--- config.mk ---
export PLATFORM = sky130hd
export DESIGN_NAME = mem_arbiter_6502
export DESIGN_NICKNAME = d
export VERILOG_FILES = /design/src/rtl/mem_arb_6502_pkg.sv /design/src/rtl/mem_arbiter_6502_phi2_edge_det.sv /design/src/rtl/mem_arbiter_6502.sv
export SDC_FILE = /design/constraint.sdc
export NUM_CORES = 1
export LEC_CHECK = 0
export CORE_UTILIZATION = 46
export DETAILED_ROUTE_END_ITERATION = 8
export GPL_ROUTABILITY_DRIVEN = 0
export GPL_TIMING_DRIVEN = 0
export HOLD_SLACK_MARGIN = 0.06
export PLACE_DENSITY = 0.89
export SKIP_CTS_REPAIR_TIMING = 1
export SLEW_MARGIN = 20
export SYNTH_ARGS = -nofsm -noshare
export SYNTH_HDL_FRONTEND = slang
export SYNTH_SLANG_ARGS = --single-unit
--- constraint.sdc ---
create_clock -name eclk -period 2 [get_ports eclk]
set_input_delay 0.4 -clock eclk [delete_from_list [all_inputs] [get_ports eclk]]
set_output_delay 0.4 -clock eclk [all_outputs]
set_load 0.01 [all_outputs]
--- src/rtl/mem_arb_6502_pkg.sv ---
// Shared FSM state encoding and constants for the 6502 memory arbiter.
package mem_arb_6502_pkg;

    localparam int unsigned STATE_W    = 3;
    localparam int unsigned RD_LATENCY = 1;

    typedef logic [STATE_W-1:0] arb_state_t;

    localparam arb_state_t IDLE    = 3'd0;
    localparam arb_state_t CPU_RD  = 3'd1;
    localparam arb_state_t CPU_WR  = 3'd2;
    localparam arb_state_t HOST_RD = 3'd3;
    localparam arb_state_t HOST_WR = 3'd4;
    localparam arb_state_t RD_WAIT = 3'd5;

endpackage

--- src/rtl/mem_arbiter_6502_phi2_edge_det.sv ---
// Registers the CPU phase-2 clock and flags its rising and falling edges.
module phi2_edge_det (
    input  logic clk,
    input  logic rst_n,
    input  logic phi2,
    output logic rise_c,
    output logic fall_c
);

    logic phi2_q;

    always_ff @(posedge clk or negedge rst_n) begin
        if (!rst_n) begin
            phi2_q <= 1'b0;
        end else begin
            phi2_q <= phi2;
        end
    end

    assign rise_c = phi2 & ~phi2_q;
    assign fall_c = ~phi2 & phi2_q;

endmodule

--- src/rtl/mem_arbiter_6502.sv ---
// Arbitrates a single-port sync RAM between a 6502 core and a host port.
// Optional MEM_ARB_HOLD_EN adds host_hold/cpu_rdy to stall the CPU.
module mem_arbiter_6502
    import mem_arb_6502_pkg::*;
#(
    parameter int unsigned ADDR_W = 16,
    parameter int unsigned DATA_W = 8
) (
    input  logic              eclk,
    input  logic              ereset_n,
    input  logic              cpu_phi2,
    input  logic [ADDR_W-1:0] cpu_ab,
    input  logic              cpu_rw,
    input  logic [DATA_W-1:0] cpu_do,
    output logic [DATA_W-1:0] cpu_di,
    input  logic              host_req,
    input  logic              host_we,
    input  logic [ADDR_W-1:0] host_addr,
    input  logic [DATA_W-1:0] host_wdata,
    output logic              host_ack,
    output logic [DATA_W-1:0] host_rdata,
`ifdef MEM_ARB_HOLD_EN
    input  logic              host_hold,
    output logic              cpu_rdy,
`endif
    output logic              mem_en,
    output logic              mem_we,
    output logic [ADDR_W-1:0] mem_addr,
    output logic [DATA_W-1:0] mem_wdata,
    input  logic [DATA_W-1:0] mem_rdata
);

    logic phi2_rise_c;
    logic phi2_fall_c;
    logic cpu_evt_c;

    arb_state_t state_q, state_d;
    logic pend_q, pend_d;
    logic rd_host_q, rd_host_d;
    logic host_done_q, host_done_d;
    logic              lat_rd_q;
    logic [ADDR_W-1:0] lat_addr_q;
    logic [DATA_W-1:0] lat_data_q;

    logic              mem_en_d, mem_we_d, host_ack_d;
    logic [ADDR_W-1:0] mem_addr_d;
    logic [DATA_W-1:0] mem_wdata_d, cpu_di_d, host_rdata_d;
    logic              dispatch_ok, sel_rd;
    logic [ADDR_W-1:0] sel_addr;
    logic [DATA_W-1:0] sel_data;

    phi2_edge_det u_edge (
        .clk    (eclk),
        .rst_n  (ereset_n),
        .phi2   (cpu_phi2),
        .rise_c (phi2_rise_c),
        .fall_c (phi2_fall_c)
    );

    // Reads start on phi2 rise, writes on phi2 fall (data valid by then).
    assign cpu_evt_c = (phi2_rise_c & cpu_rw) | (phi2_fall_c & ~cpu_rw);

    always_ff @(posedge eclk or negedge ereset_n) begin
        if (!ereset_n) begin
            state_q     <= IDLE;
            pend_q      <= 1'b0;
            rd_host_q   <= 1'b0;
            host_done_q <= 1'b0;
            lat_rd_q    <= 1'b0;
            lat_addr_q  <= '0;
            lat_data_q  <= '0;
            mem_en      <= 1'b0;
            mem_we      <= 1'b0;
            mem_addr    <= '0;
            mem_wdata   <= '0;
            cpu_di      <= '0;
            host_rdata  <= '0;
            host_ack    <= 1'b0;
        end else begin
            state_q     <= state_d;
            pend_q      <= pend_d;
            rd_host_q   <= rd_host_d;
            host_done_q <= host_done_d;
            if (cpu_evt_c) begin
                lat_rd_q   <= cpu_rw;
                lat_addr_q <= cpu_ab;
                lat_data_q <= cpu_do;
            end
            mem_en      <= mem_en_d;
            mem_we      <= mem_we_d;
            mem_addr    <= mem_addr_d;
            mem_wdata   <= mem_wdata_d;
            cpu_di      <= cpu_di_d;
            host_rdata  <= host_rdata_d;
            host_ack    <= host_ack_d;
        end
    end

    // Next state plus next values of all registered outputs.
    always_comb begin
        state_d      = state_q;
        pend_d       = pend_q;
        rd_host_d    = rd_host_q;
        host_done_d  = host_done_q & host_req;
        mem_en_d     = 1'b0;
        mem_we_d     = 1'b0;
        mem_addr_d   = mem_addr;
        mem_wdata_d  = mem_wdata;
        cpu_di_d     = cpu_di;
        host_rdata_d = host_rdata;
        host_ack_d   = 1'b0;

        dispatch_ok = (state_q == IDLE) || (state_q == CPU_WR) ||
                      (state_q == HOST_WR) || (state_q == RD_WAIT);
        sel_rd   = pend_q ? lat_rd_q   : cpu_rw;
        sel_addr = pend_q ? lat_addr_q : cpu_ab;
        sel_data = pend_q ? lat_data_q : cpu_do;

        if (state_q == RD_WAIT) begin
            if (rd_host_q) begin
                host_rdata_d = mem_rdata;
                host_ack_d   = 1'b1;
            end else begin
                cpu_di_d = mem_rdata;
            end
        end

        if (dispatch_ok && (pend_q || cpu_evt_c)) begin
            // Oldest CPU edge first; a new edge in this cycle stays pending.
            state_d     = sel_rd ? CPU_RD : CPU_WR;
            pend_d      = pend_q & cpu_evt_c;
            rd_host_d   = 1'b0;
            mem_en_d    = 1'b1;
            mem_we_d    = ~sel_rd;
            mem_addr_d  = sel_addr;
            mem_wdata_d = sel_data;
        end else begin
            if (cpu_evt_c) begin
                pend_d = 1'b1;
            end
            if ((state_q == IDLE) && host_req && !host_done_q) begin
                host_done_d = 1'b1;
                mem_en_d    = 1'b1;
                mem_addr_d  = host_addr;
                if (host_we) begin
                    state_d     = HOST_WR;
                    mem_we_d    = 1'b1;
                    mem_wdata_d = host_wdata;
                    host_ack_d  = 1'b1;
                end else begin
                    state_d   = HOST_RD;
                    rd_host_d = 1'b1;
                end
            end else if ((state_q == CPU_RD) || (state_q == HOST_RD)) begin
                state_d = RD_WAIT;
            end else begin
                state_d = IDLE;
            end
        end
    end

`ifdef MEM_ARB_HOLD_EN
    // Stall takes effect only at a phi2 fall so the CPU cycle in progress completes.
    always_ff @(posedge eclk or negedge ereset_n) begin
        if (!ereset_n) begin
            cpu_rdy <= 1'b1;
        end else if (!host_hold) begin
            cpu_rdy <= 1'b1;
        end else if (phi2_fall_c) begin
            cpu_rdy <= 1'b0;
        end
    end
`endif

endmodule
==> results.py <==
metrics = {
    "outcome": {
        "outcome": "finished, final reports clean",
    },
    "timing": {
        "tightestPinTransition_ns": 0.613,
        "max_freq_mhz": 524,
        "fin_setup_tns_ns": 0,
        "slew-limit-headroom_pct": 58.8,
        "rsz0062_at_grt": "no",
        "hold_viol": 0,
        "period_share_pct": 95.5,
        "final.setup.worst_slack_ns": 0.0909,
        "fin_crit_ns": 1.91,
        "drv_slew": 0,
        "finalSetupViolations": 0,
        "fin_skew_ns": 0.00913,
    },
    "synth": {
        "synth_fa_ha_area_share_pct": 0,
        "synthXorXnorAreaFrac_pct": 0,
        "async_flop_share_pct": 100,
        "ys_types": 29,
        "yosysSeqAreaShare_pct": 56.5,
        "netlist.area_leader.share_pct": 56.5,
        "synth_area_leaders": "dfrtp_1, mux2_2, a211oi_1, nor2b_1, nand2_1",
        "syn_area_mm2": 0.00332,
        "avgSynthCellArea_um2": 11.8,
        "synth_mux_area_share_pct": 16.6,
        "yosysWarnings": 0,
        "synth_edf_count": 0,
        "synth_cells": 282,
        "ys_seq_elements": 75,
        "yosys.area_share.simple_pct": 11.9,
        "synth.net_count": 344,
        "synth_top_family_by_area": "multiplexers",
        "synth_compound_area_share_pct": 11.8,
        "ys.flop_type": "dfrtp_1",
        "yosysTopAreaCell": "dfrtp_1",
    },
    "clock_network": {
        "cts_tree": "built",
        "cts_root_buf": "clkbuf_8",
        "cts_sinks": 75,
        "h-tree-depth": 3,
        "cts.clk_slew.worst_paths_ns": 0.07,
        "numCtsBuffers": 9,
        "clk_latency_ns": 0.34,
        "clock_path_buffers": 2,
    },
    "finish": {
        "fin_area_mm2": 0.00480,
        "mostFrequentLayoutCells": "clkdlybuf4s50_1, dfrtp_1, mux2_2, nand2_1",
        "layout_commonest_cell": "clkdlybuf4s50_1",
        "post-route-util_pct": 69.8,
        "syn_to_final_growth_pct": 44.5,
        "final_nets": 462,
        "drive_above_1_share_pct": 20.5,
        "insertedDiodeCount": 0,
        "instances_no_fill": 501,
    },
    "critical_path": {
        "cp_slowest_stage_delay_ns": 0.49,
        "crit_arrival_ns": 2.11,
        "cp-start-kind": "input port",
        "critPathSlowestCell": "clkdlybuf4s50_1",
        "required_ns": 2.20,
        "end_kind": "register",
        "crit_chain": "clkdlybuf4s50_1, and3b_1, o31ai_2, clkbuf_4, buf_2, o21ai_0",
        "critPathKind": "input port to register",
        "crit_path_max_fanout": 10,
    },
    "place": {
        "hpwl_mm": 5.90,
        "placedCellCount": 483,
        "numPortBuffers": 104,
        "dpl_cell_area_mm2": 0.00451,
        "place_ws_ns": -0.553,
    },
    "detailed_routing": {
        "drc_errors": 0,
        "via_per_inst": 5.28,
        "initialDrtViolationCount": 105,
        "first_pass_iters": 6,
        "final_antenna_net_count": 0,
        "drt-wirelength-per-cell_um": 16.6,
        "wl_mm": 8.31,
        "via_count": 2644,
    },
    "flow_run": {
        "drv_cap": 0,
    },
    "global_routing": {
        "track_usage_pct": 22.8,
        "gr-total-overflow": 0,
        "grt_max_degree": 51,
        "grt_pass1_vias": 2644,
        "antenna_found_initial": 0,
        "grt_pass1_wl_mm": 13.0,
    },
    "floorplanning": {
        "fp.coreArea_mm2": 0.00687,
        "start_util_pct": 48.3,
        "ios": 105,
        "fp.dieArea_mm2": 0.00756,
        "std_cell_rows": 30,
        "die_x_um": 86.9,
        "dieHeight_um": 86.9,
    },
    "power": {
        "vdd_ir_drop_max_v": 0.000747,
        "power_density_mw_per_mm2": 1400,
        "p_leak_nw": 2.05,
    },
    "worst_hold_path": {
        "holdCritPathClass": "input port to register",
    },
}
## metal layers
layer | vias up | global-route usage [%] | share of wire [%]
li1 | 1246 | - | -
met1 | 1304 | 29.3 | 43
met2 | 79 | 37.7 | 51
met3 | 15 | 3.41 | 4.2
met4 | 0 | 11.1 | 2.2
met5 | - | 0 | 0
## stage by stage
step / total power [mW] / hold slack, ns
global route: 7.11 / 0.363
global placement: 5.20 / 0.485
detailed placement: 5.34 / 0.339
finish: 6.72 / 0.362
floorplan: 3.90 / 0.104
CTS: 6.65 / -0.0333
## synthesized netlist by cell type, types with 2 or more instances
library cell and instances:
dfrtp_1 75, mux2_2 41, nand2_1 35, a211oi_1 24, nor2b_1 24, a31oi_1 16
a21oi_1 10, buf_2 9, clkbuf_1 9, mux2i_1 9, nor2_1 6, inv_1 4
o21ai_0 3, a21o_1 2
## sequential cells by signal, indices dropped and copies added, names as in the netlist, 3 cells and up
| register | count |
|---|---|
| mem_wdata | 8 |
| mem_addr | 16 |
| cpu_di | 8 |
| host_rdata | 8 |
| state_q | 3 |
| lat_addr_q | 16 |
| lat_data_q | 8 |
## worst paths after layout
| kind | slack (ns) | end | start | depth (start not counted) |
|---|---|---|---|---|
| max in group asynchronous | 0.88 | state_q[1] | ereset_n | 3 |
| min in group asynchronous | 0.53 | cpu_di[3] | ereset_n | 2 |
| max reg2reg | 0.10 | mem_wdata[5] | state_q[1] | 4 |
| max | 0.09 | mem_we | cpu_phi2 | 6 |
| min | 0.36 | host_done_q | host_req | 2 |
| min reg2reg | 0.51 | host_rdata[5] | host_rdata[5] | 1 |
## power by group
| part | switching, mW | leakage (nW) | internal [mW] | total [mW] |
|---|---|---|---|---|
| Clock | 0.553 | 0.119 | 0.765 | 1.32 |
| Combinational | 1.38 | 1.05 | 1.59 | 2.97 |
| Sequential | 0.319 | 0.884 | 2.11 | 2.43 |
## kinds of logic (layout without fill, tap and decap cells)
family / after synthesis / in the layout
DFF: 75 / 75
AOI/OAI and AO/OA: 59 / 59
buffers and inverters: 23 / 146
muxes: 50 / 50
and+or+nand+nor: 75 / 75
## area by class of cell
type                       instances  area (µm²)
inverter                           4        15.0
timing repair buffer             109        1100
buffer                            17        81.3
clock inverter                     5        75.1
fill                             533        2070
tap                               96         120
multi-input combinational        184        1380
sequential                        75        1880
clock buffer                      11         151
## critical path: cells and delay by family
| kind | cells | cell delay, ns |
|---|---|---|
| AND/OR/NAND/NOR | 1 | 0.27 |
| AO/OA/AOI/OAI | 2 | 0.43 |
| buffers and inverters | 3 | 1.00 |
Note: power is estimated with default switching activity, not from simulation.
